--- src/rtl/rr_grant_arbiter.sv ---
// Round-robin packet arbiter: grant is held from first beat to the accepted last beat.
// Define ARB_WATCHDOG_EN to build the stall watchdog that force-releases a stuck grant.

// Bit-position search: MODE=0 returns the trailing-zero count, MODE=1 the leading-zero count.
module lazy_counter #(
    parameter int W    = 4,
    parameter int MODE = 0,
    parameter int CW   = $clog2(W)
) (
    input  logic [W-1:0]  vec,
    output logic [CW-1:0] cnt,
    output logic          zero
);
    always_comb begin
        cnt  = '0;
        zero = (vec == '0);
        if (MODE == 0) begin
            for (int i = W-1; i >= 0; i--)
                if (vec[i]) cnt = CW'(i);
        end else begin
            for (int i = W-1; i >= 0; i--)
                if (vec[W-1-i]) cnt = CW'(i);
        end
    end
endmodule

module rr_grant_arbiter #(
    parameter int N       = 4,
    parameter int LOGN    = $clog2(N),
    parameter int TIMEOUT = 1024
) (
    input  logic            clk_i,
    input  logic            rst_i,
    input  logic [N-1:0]    req_i,
    input  logic            ack_i,
    input  logic            last_i,
    output logic [N-1:0]    gnt_o,
    output logic [LOGN-1:0] gnt_idx_o,
    output logic            gnt_valid_o,
    output logic            abort_o,
    output logic            timeout_o
);
    typedef enum logic {IDLE, BUSY} state_t;

    state_t          state;
    logic [LOGN-1:0] ptr;
    logic [LOGN-1:0] mask_ptr;
    logic [N-1:0]    mask;
    logic [N-1:0]    req_masked;
    logic [LOGN-1:0] idx_masked;
    logic [LOGN-1:0] idx_raw;
    logic            zero_masked;
    logic            zero_raw;
    logic [LOGN-1:0] win_idx;
    logic            win_valid;
    logic            rel_norm;
    logic            rel_abort;
    logic            rel_tmo;
    logic            release_ev;

    // On a release the pointer update and the new search happen in one cycle,
    // so the mask is taken from the outgoing grant rather than from ptr.
    assign mask_ptr = (state == BUSY) ? gnt_idx_o : ptr;

    always_comb begin
        mask = '0;
        for (int i = 0; i < N; i++)
            mask[i] = (i > int'(mask_ptr));
    end

    assign req_masked = req_i & mask;

    lazy_counter #(.W(N), .MODE(0), .CW(LOGN)) u_tzc_masked (
        .vec  (req_masked),
        .cnt  (idx_masked),
        .zero (zero_masked)
    );

    lazy_counter #(.W(N), .MODE(0), .CW(LOGN)) u_tzc_raw (
        .vec  (req_i),
        .cnt  (idx_raw),
        .zero (zero_raw)
    );

    assign win_idx   = zero_masked ? idx_raw : idx_masked;
    assign win_valid = !zero_raw;

    assign rel_norm   = ack_i & last_i;
    assign rel_abort  = !req_i[gnt_idx_o];
    assign release_ev = (state == BUSY) && (rel_norm || rel_abort || rel_tmo);

`ifdef ARB_WATCHDOG_EN
    localparam int WDW = $clog2(TIMEOUT+1);
    logic [WDW-1:0] wd_cnt;

    // Fires on the cycle whose increment would make the count reach TIMEOUT.
    assign rel_tmo = (state == BUSY) && (wd_cnt == WDW'(TIMEOUT-1));

    always_ff @(posedge clk_i) begin
        if (rst_i) begin
            wd_cnt    <= '0;
            timeout_o <= 1'b0;
        end else begin
            timeout_o <= (state == BUSY) && !rel_norm && !rel_abort && rel_tmo;
            if (state != BUSY || ack_i || release_ev)
                wd_cnt <= '0;
            else
                wd_cnt <= wd_cnt + 1'b1;
        end
    end
`else
    assign rel_tmo   = 1'b0;
    assign timeout_o = 1'b0;
`endif

    always_ff @(posedge clk_i) begin
        if (rst_i) begin
            state       <= IDLE;
            ptr         <= LOGN'(N-1);
            gnt_o       <= '0;
            gnt_idx_o   <= '0;
            gnt_valid_o <= 1'b0;
            abort_o     <= 1'b0;
        end else begin
            abort_o <= 1'b0;
            case (state)
                IDLE: begin
                    if (win_valid) begin
                        gnt_o       <= {{(N-1){1'b0}}, 1'b1} << win_idx;
                        gnt_idx_o   <= win_idx;
                        gnt_valid_o <= 1'b1;
                        state       <= BUSY;
                    end
                end
                BUSY: begin
                    if (release_ev) begin
                        ptr     <= gnt_idx_o;
                        abort_o <= !rel_norm && rel_abort;
                        if (win_valid) begin
                            gnt_o     <= {{(N-1){1'b0}}, 1'b1} << win_idx;
                            gnt_idx_o <= win_idx;
                        end else begin
                            gnt_o       <= '0;
                            gnt_idx_o   <= '0;
                            gnt_valid_o <= 1'b0;
                            state       <= IDLE;
                        end
                    end
                end
                default: state <= IDLE;
            endcase
        end
    end
endmodule

--- config.mk ---
export PLATFORM = sky130hd
export DESIGN_NAME = rr_grant_arbiter
export DESIGN_NICKNAME = d
export VERILOG_FILES = /design/src/rtl/rr_grant_arbiter.sv
export SDC_FILE = /design/constraint.sdc
export NUM_CORES = 1
export LEC_CHECK = 0
export ABC_AREA = 1
export BUFFER_PORTS_ARGS = -buffer_cell sky130_fd_sc_hd__buf_2
export CAP_MARGIN = 10
export CORE_MARGIN = 4
export CORE_UTILIZATION = 23
export DETAILED_ROUTE_END_ITERATION = 16
export GPL_TIMING_DRIVEN = 0
export PLACE_DENSITY = 0.43
export SLEW_MARGIN = 30
export SYNTH_ARGS = -nofsm -noshare
export SYNTH_HDL_FRONTEND = slang
export SYNTH_SLANG_ARGS = --single-unit
export TNS_END_PERCENT = 5
--- constraint.sdc ---
create_clock -name clk_i -period 3 [get_ports clk_i]
set_input_delay 0.6 -clock clk_i [delete_from_list [all_inputs] [get_ports clk_i]]
set_output_delay 0.6 -clock clk_i [all_outputs]
set_load 0.02 [all_outputs]
# --- After elaboration in Yosys (flattened, before gate mapping) ---
# Cells that the tools add are included.
op_classes:
  n_eq_ne: 3
  mux: 27
  order_cmp: 4
  n_reduce_logical: 11
  n_bitwise: 4
  shift: 1
ops:
  columns: ["op", "count"]
  rows:
  - ["$mux W2", 13]
  - ["$mux W4", 3]
  - ["$logic_not A4 Y1", 2]
  - ["$pmux W4 S2", 1]
  - ["$mux W1", 6]
  - ["$and A4 B4 Y4", 1]
  - ["$gt A2 B2 Y1 const A", 2]
  - ["$ne A2 B1 Y1 const B", 2]
  - ["$pmux W1 S2", 2]
  - ["$pmux W2 S2", 1]
  - ["$reduce_and A2 Y1", 2]
  - ["$shl A1 B2 Y4 const A", 1]
  - ["$lt A2 B3 Y1 const B", 1]
  - ["$reduce_and A3 Y1", 1]
  - ["$reduce_or A3 Y1", 1]
  - ["$bmux W1 S2", 1]
  - ["$gt A1 B2 Y1 const A", 1]
  - ["$logic_and A1 B1 Y1", 2]
  - ["$logic_not A1 Y1", 2]
  - ["$ne A2 B2 Y1 const B", 1]
  - ["$not A1 Y1", 2]
  - ["$and A1 B1 Y1", 1]
  - ["$logic_or A1 B1 Y1", 1]
word_totals:
  register_bits: 11
  wordCells: 56
  out_inout_bits: 9
  input_bits: 8

# --- Depth between registers and ports, before layout ---
logic_depth:
  ltp_word: 12
  mapped_depth: 10
  mapped_depth_nobuf: 10

# --- Hierarchy ---
# A second synthesis with hierarchy kept.
hier_totals:
  hier_cells: 96
  hier_area_um2: 634.4
modules_own_cells:
  columns: ["mod", "cells_per_inst", "area_each_um2", "n_inst"]
  rows:
  - ["rr_grant_arbiter", 78, 559.3, 1]
  - ["lazy_counter", 9, 37.5, 2]

# --- Worst setup path after synthesis ---
# OpenSTA, ideal clock, no wires.
synth_timing:
  kind: "input-to-reg"
  from: "in req_i[3]"
  to: "reg gnt_o[0]"
  required_time_ps: 2929
  setup_slack_ps: 1667
  n_path_buf: 0
  arrival_time_ps: 1262
  setup_time_ps: 71
  stages: 7
  cell_sequence: "nor2_1 nand3_1 nand2_1 nand2_4 inv_2 nand2_1 a21oi_1"
synth_via:
  elab_chain_cells: 10
  elab_cells_between_ends: 25
  cone_classes: "2 x eq/ne; 1 x shift; 15 x mux; 1 x bitwise; 6 x reduce/logical"
synth_rtl:
  columns: ["item", "line_no", "source"]
  rows:
  - ["start: declaration", "34", "input logic [N-1:0] req_i,"]
  - ["$and A4 B4 Y4", "71", "assign req_masked = req_i & mask;"]
  - ["$mux W2 (4 in series)", "19", "if (vec[i]) cnt = CW'(i);"]
  - ["$mux W2", "85", "assign win_idx = zero_masked ? idx_raw : idx_masked;"]
  - ["$shl A1 B2 Y4", "129, 140", null]
  - ["$mux W4", "139", "if (win_valid) begin"]
  - ["$mux W4", "136", "if (release_ev) begin"]
  - ["$pmux W4 S2", "126", "case (state)"]
  - ["end signal: assignment", "129", "gnt_o <= {{(N-1){1'b0}}, 1'b1} << win_idx;"]
  - ["end signal: assignment", "140", "gnt_o <= {{(N-1){1'b0}}, 1'b1} << win_idx;"]
  - ["end: declaration", "37", "output logic [N-1:0] gnt_o,"]
# Parallel ways exist; a longest one is shown, timed or not. The select of a mux whose other input is x is not followed.
# A chain may end at the register's enable or synchronous reset.

# --- Worst setup path after layout ---
layout_timing:
  from: "reg gnt_idx_o[0]"
  to: "out gnt_idx_o[0]"
layout_lines:
  columns: ["item", "line_no", "source"]
  rows:
  - ["start: declaration", "38", "output logic [LOGN-1:0] gnt_idx_o,"]
  - ["start signal: assignment", "130", "gnt_idx_o <= win_idx;"]
  - ["start signal: assignment", "141", "gnt_idx_o <= win_idx;"]
# No word-level cell between the ends.

==> results.ini <==
[run_status]
status=completed

[logic_synthesis]
synth_top_area_share=0.3577
ys.flop_type=dfxtp_1
yosys-top-cells-area=dfxtp_1 (36%), nand2_1 (13%), nand2_2 (9.1%), a21oi_1 (8.1%), nand3_1 (6.5%)
yosysUniqueCellTypes=16
avgSynthCellArea_um2=6.765
synth_seq_cells=11
netlist_instances=91
yosys_warnings=0
async_reset_ff_frac=0
ys_seq_area_frac=0.3577
synth_fp_nets=99
synth_common_cells=nand2_1 (21), dfxtp_1 (11), a21oi_1 (10)
synth_edf_count=0
yosysMostFrequentCell=nand2_1
synth_top_area_cell=dfxtp_1
syn_area_um2=615.6

[min_path]
hp-start=gnt_valid_o
hold_class=register to register

[setup_path]
cp-end-kind=primary output
path_max_fanout=6
crit_buf_inv=1
critPathLaunchType=register
cp_data_required_time_ns=2.40
crit_chain=buf_2
cpPeakStageDelay_ns=0.44
crit_family=flip-flops
arrival_ns=0.91
crit_type=register to primary output
crit_path_top_delay_cell=dfxtp_1
cp-startpoint=gnt_idx_o[0]
r2r-start=gnt_idx_o[0]

[timing]
layout_min_cycle_time_ns=1.511
fin_tns_setup_ns=0
hold_violations=0
grt_setup_unrepaired=false
fin_crit_sh=0.5037
finalClockSkew_ns=0.0007656
slew_violations=0
setup_viol=0
fmax_ghz=0.6618

[power_and_ir_drop]
ir_worst_vdd_mv=0.2169
leakage_nw=0.3815
power.density_mw_per_mm2=513.6

[detailed_routing]
drtAntennaViolNets=0
drtIter0Drc=14
wl_per_cell_um=10.16
dr.pass1.iters=4
wl_mm=1.412
post_drt_via_cell_ratio=4.245
remaining_drc_errors=0
vias=590

[global_route]
use_met3=0.02160
antenna_found_initial=0
grt.overflow.total=0
grt_pass1_vias=567
busiest_layer=met2
grt_start_max_net_pins=11
grt_pass1_wl_mm=2.366
grt_use_total=0.08954
grtUsageMet2=0.1281
met1_usage=0.1188

[cts]
clock_latency_ns=0.26
cts_resized=0
clk_pin_slew_ns=0.07
cts_sinks=11
cts_root_buf=clkbuf_4
ctsHoldBuffers=0
htreeDepth=1
tritoncts=yes
post_cts_buffers=0
cts_buffer_depth=2
cts-buffers-inserted=3

[die]
dieArea_mm2=0.003568
core_area_mm2=0.002522
die_h_um=59.74
rows=18
ios=17
start_util=0.2440
die_x_um=59.74

[layout]
diodes=0
area_growth_pct=21.75
utilization=0.2971
fin_nets=118
drive_gt1_frac=0.3486
fillers=294

[place]
hpwl_mm=1.148
portBuffers=14
place.gp.congestion=0.7055

[flow_run]
cap_violations=0

logic make-up (layout without fill, tap and decap cells):
logic type	count (synthesis)	count (layout)	share of synthesized area
flip-flops	11	11	0.3577
buffers and inverters	15	33	0.09755
AO/OA/AOI/OAI	15	15	0.1281
other	1	1	0.006092
AND/OR/NAND/NOR	49	49	0.4106
final cells by class:
cell class                 instances  area (um2)  share of cell area
buffer                             2       11.26             0.01503
multi-input combinational         65       335.3              0.4474
tap                               30       37.54             0.05008
sequential                        11       220.2              0.2938
inverter                          13       48.80             0.06511
timing repair buffer              14       70.07             0.09349
clock buffer                       4       26.28             0.03506
sequential cells by signal (all words and copies together), names as in the netlist:
signal       cells
gnt_idx_o        2
state            1
abort_o          1
gnt_valid_o      1
gnt_o            4
ptr              2
path summary, 6_finish.rpt:
path	slack, ns	depth (start not counted)	endpoint
max	1.49	1	gnt_idx_o[0]
min	0.45	2	gnt_valid_o
max reg2reg	1.66	8	gnt_o[0]
min reg2reg	0.45	2	gnt_valid_o
where the power goes:
part	switching, W	internal (W)	total [W]	leakage (nW)
combinational	0.0000736	0.0000391	0.000113	0.276
clock	0.0000490	0.0000514	0.000100	0.0150
sequential	0.0000114	0.000160	0.000172	0.0909
worst min-delay path: cells and delay by family, from the launching register on:
family / cells / cell delay (ns)
buf+inv: 1 / 0.04
flops: 1 / 0.31
compound gates: 1 / 0.05
per-layer routing:
layer,vias up,part of all wire
met2,7,0.44
met3,2,0.042
met5,-,0
li1,320,-
met1,261,0.50
met4,0,0.011
per-stage QoR:
step	hold WS [ns]	std cells	setup WS, ns	area, um2	total power [W]
2_1_floorplan	0.4430	91	1.667	615.6	0.0002582
3_3_place_gp	0.4328	135	1.349	723.2	0.0002883
3_5_place_dp	0.4395	135	1.345	723.2	0.0002885
4_1_cts	0.4551	139	1.463	749.5	0.0003923
5_1_grt	0.4862	139	1.430	749.5	0.0004118
6_report	0.4486	139	1.489	749.5	0.0003849
cell usage in the layout, fill, tap and decap left out, types with 2 or more instances in the layout:
| master | netlist | layout |
|---|---|---|
| nand3_2 | 3 | 3 |
| nand2_2 | 9 | 9 |
| dfxtp_1 | 11 | 11 |
| a21oi_1 | 10 | 10 |
| clkbuf_4 | 0 | 3 |
| nor2_1 | 5 | 5 |
| inv_2 | 4 | 4 |
| o21ai_0 | 4 | 4 |
| nand2_4 | 2 | 2 |
| nand3_1 | 8 | 8 |
| clkbuf_1 | 1 | 2 |
| buf_2 | 0 | 14 |
| inv_1 | 9 | 9 |
| nand2_1 | 21 | 21 |
(Power assumes the default switching activity.)
